## src/rtl/hdmi_packet_pkg.sv

```systemverilog
// Shared constants, types and the BCH(64,56)/(32,24) parity step for the HDMI data-island packet path.
// Used by both the transmit assembler and this receive-side disassembler.
package hdmi_packet_pkg;

    localparam logic [7:0] BCH_POLY     = 8'h83;
    localparam int         PACKET_BEATS = 32;
    localparam int         HEADER_BITS  = 24;
    localparam int         SUB_BITS     = 56;
    localparam int         ECC_BITS     = 8;
    localparam int         BEAT_W       = $clog2(PACKET_BEATS);

    typedef logic [BEAT_W-1:0]   beat_t;
    typedef logic [ECC_BITS-1:0] ecc_t;

    // One serial LFSR step of the BCH parity generator, LSB-first.
    function automatic ecc_t next_ecc(input ecc_t ecc, input logic data_bit);
        return (ecc[0] ^ data_bit) ? ((ecc >> 1) ^ BCH_POLY) : (ecc >> 1);
    endfunction

endpackage

```

## src/rtl/packet_ecc_accumulator.sv

```systemverilog
// Folds BITS_PER_BEAT data bits per accepted beat into a BCH parity accumulator,
// stopping by itself once DATA_BEATS beats of data have been absorbed.
module packet_ecc_accumulator
    import hdmi_packet_pkg::*;
#(
    parameter int BITS_PER_BEAT = 1,
    parameter int DATA_BEATS    = 24
) (
    input  logic                     clk_pixel,
    input  logic                     reset,
    input  logic                     clear,
    input  logic                     step,
    input  logic [BITS_PER_BEAT-1:0] bits,
    output ecc_t                     ecc
);

    localparam int                CNT_W = $clog2(DATA_BEATS + 1);
    localparam logic [CNT_W-1:0] LIMIT = CNT_W'(DATA_BEATS);

    logic [CNT_W-1:0] count;
    logic [CNT_W-1:0] count_base;
    ecc_t             ecc_base;
    ecc_t             ecc_stepped;

    // clear and step together means "first beat of a packet": start from zero this very beat.
    always_comb begin
        ecc_base    = clear ? '0 : ecc;
        count_base  = clear ? '0 : count;
        ecc_stepped = ecc_base;
        for (int i = 0; i < BITS_PER_BEAT; i++) begin
            ecc_stepped = next_ecc(ecc_stepped, bits[i]);
        end
    end

    always_ff @(posedge clk_pixel) begin
        if (reset) begin
            ecc   <= '0;
            count <= '0;
        end else if (step && (count_base < LIMIT)) begin
            ecc   <= ecc_stepped;
            count <= count_base + 1'b1;
        end else if (clear) begin
            ecc   <= '0;
            count <= '0;
        end
    end

endmodule

```

## src/rtl/packet_disassembler.sv

```systemverilog
// Rebuilds an HDMI data-island packet (24-bit header, four 56-bit subpackets) from 32 beats
// of 9-bit pixel-stream data and reports BCH parity status for each of the five blocks.
module packet_disassembler
    import hdmi_packet_pkg::*;
#(
    parameter bit CHECK_ECC = 1'b1
) (
    input  logic                   clk_pixel,
    input  logic                   reset,
    input  logic                   enable,
    input  logic                   packet_start,
    input  logic [8:0]             packet_data,
    output logic [HEADER_BITS-1:0] header,
    output logic [SUB_BITS-1:0]    sub [3:0],
    output logic                   header_ecc_ok,
    output logic [3:0]             sub_ecc_ok,
    output logic                   packet_valid
);

    localparam int    BCH4_BITS = HEADER_BITS + ECC_BITS;
    localparam int    BCHN_BITS = SUB_BITS + ECC_BITS;
    localparam beat_t LAST_BEAT = beat_t'(PACKET_BEATS - 1);

    beat_t                counter;
    beat_t                idx;
    logic                 synced;
    logic                 accept;
    logic                 first_beat;
    logic                 last_beat;
    logic [BCH4_BITS-1:0] bch4_cap;
    logic [BCH4_BITS-1:0] bch4_nxt;
    logic [BCHN_BITS-1:0] bch_cap [3:0];
    logic [BCHN_BITS-1:0] bch_nxt [3:0];
    ecc_t                 acc4;
    ecc_t                 acc [3:0];

    // Handshake: enable is a pure beat qualifier with no backpressure; a beat is consumed on every
    // clock where enable is high and the receiver is synced (or packet_start marks beat 0).
    always_comb begin
        idx        = packet_start ? '0 : counter;
        accept     = enable && (synced || packet_start);
        first_beat = accept && (idx == '0);
        last_beat  = accept && (idx == LAST_BEAT);
        bch4_nxt      = bch4_cap;
        bch4_nxt[idx] = packet_data[0];
        for (int i = 0; i < 4; i++) begin
            bch_nxt[i]                = bch_cap[i];
            bch_nxt[i][{idx, 1'b0}]   = packet_data[1+i];
            bch_nxt[i][{idx, 1'b1}]   = packet_data[5+i];
        end
    end

    always_ff @(posedge clk_pixel) begin
        if (reset) begin
            counter  <= '0;
            synced   <= 1'b0;
            bch4_cap <= '0;
            for (int i = 0; i < 4; i++) begin
                bch_cap[i] <= '0;
            end
        end else if (accept) begin
            counter  <= idx + 1'b1;
            synced   <= 1'b1;
            bch4_cap <= bch4_nxt;
            for (int i = 0; i < 4; i++) begin
                bch_cap[i] <= bch_nxt[i];
            end
        end
    end

    packet_ecc_accumulator #(
        .BITS_PER_BEAT (1),
        .DATA_BEATS    (HEADER_BITS)
    ) u_header_ecc (
        .clk_pixel (clk_pixel),
        .reset     (reset),
        .clear     (first_beat),
        .step      (accept),
        .bits      (packet_data[0:0]),
        .ecc       (acc4)
    );

    for (genvar g = 0; g < 4; g++) begin : g_sub_ecc
        packet_ecc_accumulator #(
            .BITS_PER_BEAT (2),
            .DATA_BEATS    (SUB_BITS / 2)
        ) u_sub_ecc (
            .clk_pixel (clk_pixel),
            .reset     (reset),
            .clear     (first_beat),
            .step      (accept),
            .bits      ({packet_data[5+g], packet_data[1+g]}),
            .ecc       (acc[g])
        );
    end

    // Parity is compared against the next-state capture so the final parity bit of beat 31 counts.
    always_ff @(posedge clk_pixel) begin
        if (reset) begin
            header        <= '0;
            header_ecc_ok <= 1'b0;
            sub_ecc_ok    <= '0;
            packet_valid  <= 1'b0;
            for (int i = 0; i < 4; i++) begin
                sub[i] <= '0;
            end
        end else begin
            packet_valid <= last_beat;
            if (last_beat) begin
                header        <= bch4_nxt[HEADER_BITS-1:0];
                header_ecc_ok <= !CHECK_ECC || (acc4 == bch4_nxt[HEADER_BITS +: ECC_BITS]);
                for (int i = 0; i < 4; i++) begin
                    sub[i]        <= bch_nxt[i][SUB_BITS-1:0];
                    sub_ecc_ok[i] <= !CHECK_ECC || (acc[i] == bch_nxt[i][SUB_BITS +: ECC_BITS]);
                end
            end
        end
    end

endmodule

```

## config.mk

```make
export PLATFORM = sky130hd
export DESIGN_NAME = packet_disassembler
export DESIGN_NICKNAME = d
export VERILOG_FILES = /design/src/rtl/hdmi_packet_pkg.sv /design/src/rtl/packet_ecc_accumulator.sv /design/src/rtl/packet_disassembler.sv
export SDC_FILE = /design/constraint.sdc
export NUM_CORES = 1
export LEC_CHECK = 0
export ABC_AREA = 1
export ABC_CLOCK_PERIOD_IN_PS = 21400
export BUFFER_PORTS_ARGS = -buffer_cell sky130_fd_sc_hd__buf_2
export CORE_UTILIZATION = 55
export CTS_CLUSTER_DIAMETER = 60
export CTS_CLUSTER_SIZE = 40
export DETAILED_ROUTE_END_ITERATION = 10
export PLACE_DENSITY = 0.73
export SLEW_MARGIN = 0
export SYNTH_ARGS = -nofsm -noshare
export SYNTH_HDL_FRONTEND = slang
export SYNTH_SLANG_ARGS = --single-unit
```

## constraint.sdc

```tcl
create_clock -name clk_pixel -period 21.4 [get_ports clk_pixel]
set_input_delay 1.07 -clock clk_pixel [delete_from_list [all_inputs] [get_ports clk_pixel]]
set_output_delay 1.07 -clock clk_pixel [all_outputs]
set_load 0.01 [all_outputs]
```

==> results by group <==
Status
  • Result of the run: finished, final reports clean

Yosys
  • Mean area per synthesized cell: 8.28 sq um
  • Library cells used by synthesis: 34
  • Register bit count reported by yosys: 613
  • Share of the synthesized area in the top cell type: 28.7%
  • Number of synthesized flops with an enable pin: 256
  • Adder and majority cell fraction of the synthesized area: 0.468%
  • Compound-gate portion of the synthesized area: 14.7%
  • Portion of the post-synthesis area used by sequential elements: 55.5%
  • Most area-hungry cell type in the Yosys netlist: sky130_fd_sc_hd__edfxtp_1
  • Combined area of all synthesized cells: 0.0268 sq mm
  • Main combinational cell family by area after synthesis: simple AND/OR/NAND/NOR gates
  • Xor/xnor share of the synthesized area: 0.131%
  • Main area contributors after synthesis: sky130_fd_sc_hd__edfxtp_1 29%, sky130_fd_sc_hd__dfxtp_1 27%, sky130_fd_sc_hd__nor2_1 8.3%
  • Multiplexer share of the synthesized area: 0%
  • Mapped Cells: 3,230
  • Fraction of the mapped netlist area in simple logic gates: 20.1%
  • Net count of the mapped netlist: 3,253
  • Most frequent cell after synthesis: sky130_fd_sc_hd__nor2_1
  • Async S/R FF share, synth: 0%
  • Number of warning messages in the yosys log: 0
  • Main synth FF type: sky130_fd_sc_hd__dfxtp_1
  • Most numerous cell types in the synthesized netlist: 591 x sky130_fd_sc_hd__nor2_1, 568 x sky130_fd_sc_hd__nand2_1, 399 x sky130_fd_sc_hd__inv_1

STA
  • Worst-case hold slack: 479 ps
  • Total negative slack for setup checks: 0 ps
  • Slew Limit Headroom: 13.7%
  • Hold violation total from the final report: 0
  • RSZ-0062 raised after global routing: false
  • Measured slew at the worst slew-check pin: 1290 ps
  • Worst clock skew on the final layout: 25.2 ps
  • Final critical delay including setup and external delays: 4510 ps
  • Final worst path period share: 21.1%
  • Fin. max-slew vios: 0
  • Highest achievable clock rate: 222 MHz
  • Number of setup violations in the final report: 0

Power and ir drop
  • Internal power component: 1.74 mW
  • Standby leakage power: 13.9 nW
  • Sw Share: 25.1%
  • Portion of total power attributed to combinational logic: 6.9%
  • Largest voltage drop on the vdd net: 0.0528 mV
  • Cell area power density: 78.4 mW/mm^2
  • Final Power: 2.32 mW
  • Seq pwr share: 55.0%
  • Fraction of power consumed by the clock network: 38.1%
  • Switching pwr: 0.583 mW

Worst setup path
  • Element type at the critical path end: flop
  • Path type of the worst setup path: input port to flop
  • Max Fanout on Critical Path: 248
  • Required time of the critical path: 21,890 ps
  • Length in cells of the worst reg-to-reg path: 12
  • Worst reg2reg path endpoint: sub[27]
  • Flop-to-flop setup slack: 17,190 ps
  • Setup crit start kind: input port
  • Arrival time worst endpoint: 5000 ps
  • FF-to-FF Start: counter[0]

Clock network
  • TritonCTS clock tree: built
  • Post_cts resized: 0
  • Clock Pin Slew Worst Setup and Hold Paths: 90 ps
  • Clock insertion delay at the later pin of the skew report: 600 ps
  • Number of hold buffers added after cts: 0
  • Max Root-Sink Buffers: 3
  • Number of buffers added for setup after CTS: 0
  • TritonCTS buffer count: 43
  • Sink count of the clock tree: 613
  • Clock Root Buffer: sky130_fd_sc_hd__clkbuf_16
  • Deepest level of the CTS H-tree: 2

Routing
  • Drt first-iter violations: 1,892
  • Residual antenna-violating net count after detailed routing: 0
  • Post-DR wirelength/cell: 17.6 um
  • Post-detailed-route via-to-cell ratio: 5.56
  • Total Wirelength: 70,500 um
  • Via total after detailed routing: 22,200
  • # DRC: 0
  • Number of iterations in the first detailed-routing pass: 6

Final layout
  • Diodes inserted: 0
  • Area delta synth->final: 10.8%
  • Fin util: 62.0%
  • Share of final-layout standard cells stronger than drive strength 1: 12.0%
  • Post-layout net count: 3,373
  • Finished layout cell area: 0.0297 sq mm

Hold path
  • Worst hold start: bch4_cap[24]
  • Cell count of the worst hold path: 2
  • End point of the worst hold path: bch4_cap[24]
  • Worst Hold Class: flop to flop

Die
  • Initial standard-cell utilization of the core: 55.9%
  • Die Y-Extent: 223 um
  • Cell Rows: 80
  • Core region area: 0.0478 sq mm
  • Top Ports: 267
  • Die Width: 223 um
  • Floorplan die area: 0.0495 sq mm

Flow run
  • Number of maximum-capacitance violations: 0

Global routing
  • Global Route Usage Sum: 28.0%
  • Largest net degree at the start of global routing: 249
  • Vias in the first global route: 21,000
  • Initial antenna violation count: 0
  • Wire length of the first global-routing pass: 111,000 um
  • Total global routing overflow: 0

Placed design
  • Post-DP Area: 0.0282 sq mm
  • Dpl hpwl: 43,100 um
  • PortBufs: 266
  • Global placement routability congestion: 0.872
area by class of cell:
type                    instances  area [sq um]
flip-flops and latches        613         14800
clock buffers                  50          1140
well taps                     615           769
multi-input cells            1993          9480
clock inverters                29           342
repair buffers                293          1550
fillers                      4206         18200
inverters                     406          1540
logic make-up after synthesis:
logic type	count (synthesis)
buf+inv	624
xor+xnor	4
fa+ha+maj	10
simple gates	1332
flops	613
compound gates	647
critical path: stages:
cell and delay, ps:
sky130_fd_sc_hd__buf_2 190, sky130_fd_sc_hd__nor2_1 270, sky130_fd_sc_hd__ha_1 530, sky130_fd_sc_hd__nand2_1 190, sky130_fd_sc_hd__nor3_1 200, sky130_fd_sc_hd__ha_1 170, sky130_fd_sc_hd__nand2_1 230, sky130_fd_sc_hd__inv_8 710
sky130_fd_sc_hd__buf_12 540, sky130_fd_sc_hd__nand2_1 180, sky130_fd_sc_hd__o211ai_1 140, sky130_fd_sc_hd__inv_1 70
routing by layer:
layer	vias up	global-route usage, %	routed length [um]
li1	10800	-	-
met1	10500	39.1	30300
met2	790	45.3	32900
met3	118	3.89	5460
met4	0	8.50	1850
met5	-	0	0
per-stage QoR:
| stage | setup slack [ps] | cells |
|---|---|---|
| finish | 16890 | 3999 |
| global route | 16680 | 3999 |
| CTS | 17090 | 3999 |
| detailed placement | 16450 | 3920 |
| global placement | 16610 | 3920 |
| floorplan | 12030 | 3230 |
placed cells by master, fill, tap and decap left out, types with 5 or more instances in the layout:
master                      instances
sky130_fd_sc_hd__a21oi_1          286
sky130_fd_sc_hd__buf_2            266
sky130_fd_sc_hd__buf_4             26
sky130_fd_sc_hd__clkbuf_16         44
sky130_fd_sc_hd__clkinv_2           7
sky130_fd_sc_hd__clkinv_4           5
sky130_fd_sc_hd__dfxtp_1          357
sky130_fd_sc_hd__edfxtp_1         256
sky130_fd_sc_hd__ha_1              10
sky130_fd_sc_hd__inv_1            397
sky130_fd_sc_hd__inv_6              6
sky130_fd_sc_hd__nand2_1          566
sky130_fd_sc_hd__nand2_2            5
sky130_fd_sc_hd__nand3_1          124
sky130_fd_sc_hd__nand3_2           16
sky130_fd_sc_hd__nand4_1            6
sky130_fd_sc_hd__nor2_1           591
sky130_fd_sc_hd__nor3_1             9
sky130_fd_sc_hd__o211ai_1         248
sky130_fd_sc_hd__o21ai_0           62
sky130_fd_sc_hd__o21ai_1            8
sky130_fd_sc_hd__o22ai_1           35
power by group through the flow:
stage | sequential, mW | combinational, mW | clock, mW
finish | 1.28 | 0.159 | 0.886
global route | 1.28 | 0.177 | 0.939
CTS | 1.28 | 0.158 | 0.902
detailed placement | 1.31 | 0.157 | 0
global placement | 1.30 | 0.153 | 0
floorplan | 1.31 | 0.114 | 0
worst max-delay path by stage:
stage | start | endpoint | slack, ps | depth (start not counted)
floorplan | packet_start | bch_cap[0][0] | 12030 | 6
global placement | packet_start | sub[209] | 16610 | 12
detailed placement | packet_start | sub[93] | 16450 | 12
CTS | packet_start | sub[37] | 17090 | 12
global route | packet_start | sub[20] | 16680 | 12
finish | packet_start | sub[27] | 16890 | 12
registers in the layout (all words and copies together) (netlist names):
register                   count
sub                          224
synced                         1
header                        24
header_ecc_ok                  1
u_header_ecc.ecc               8
counter                        5
g_sub_ecc.u_sub_ecc.count     20
g_sub_ecc.u_sub_ecc.ecc       32
packet_valid                   1
u_header_ecc.count             5
sub_ecc_ok                     4
bch4_cap                      32
bch_cap                      256
Power figures use the tool's default switching activity.
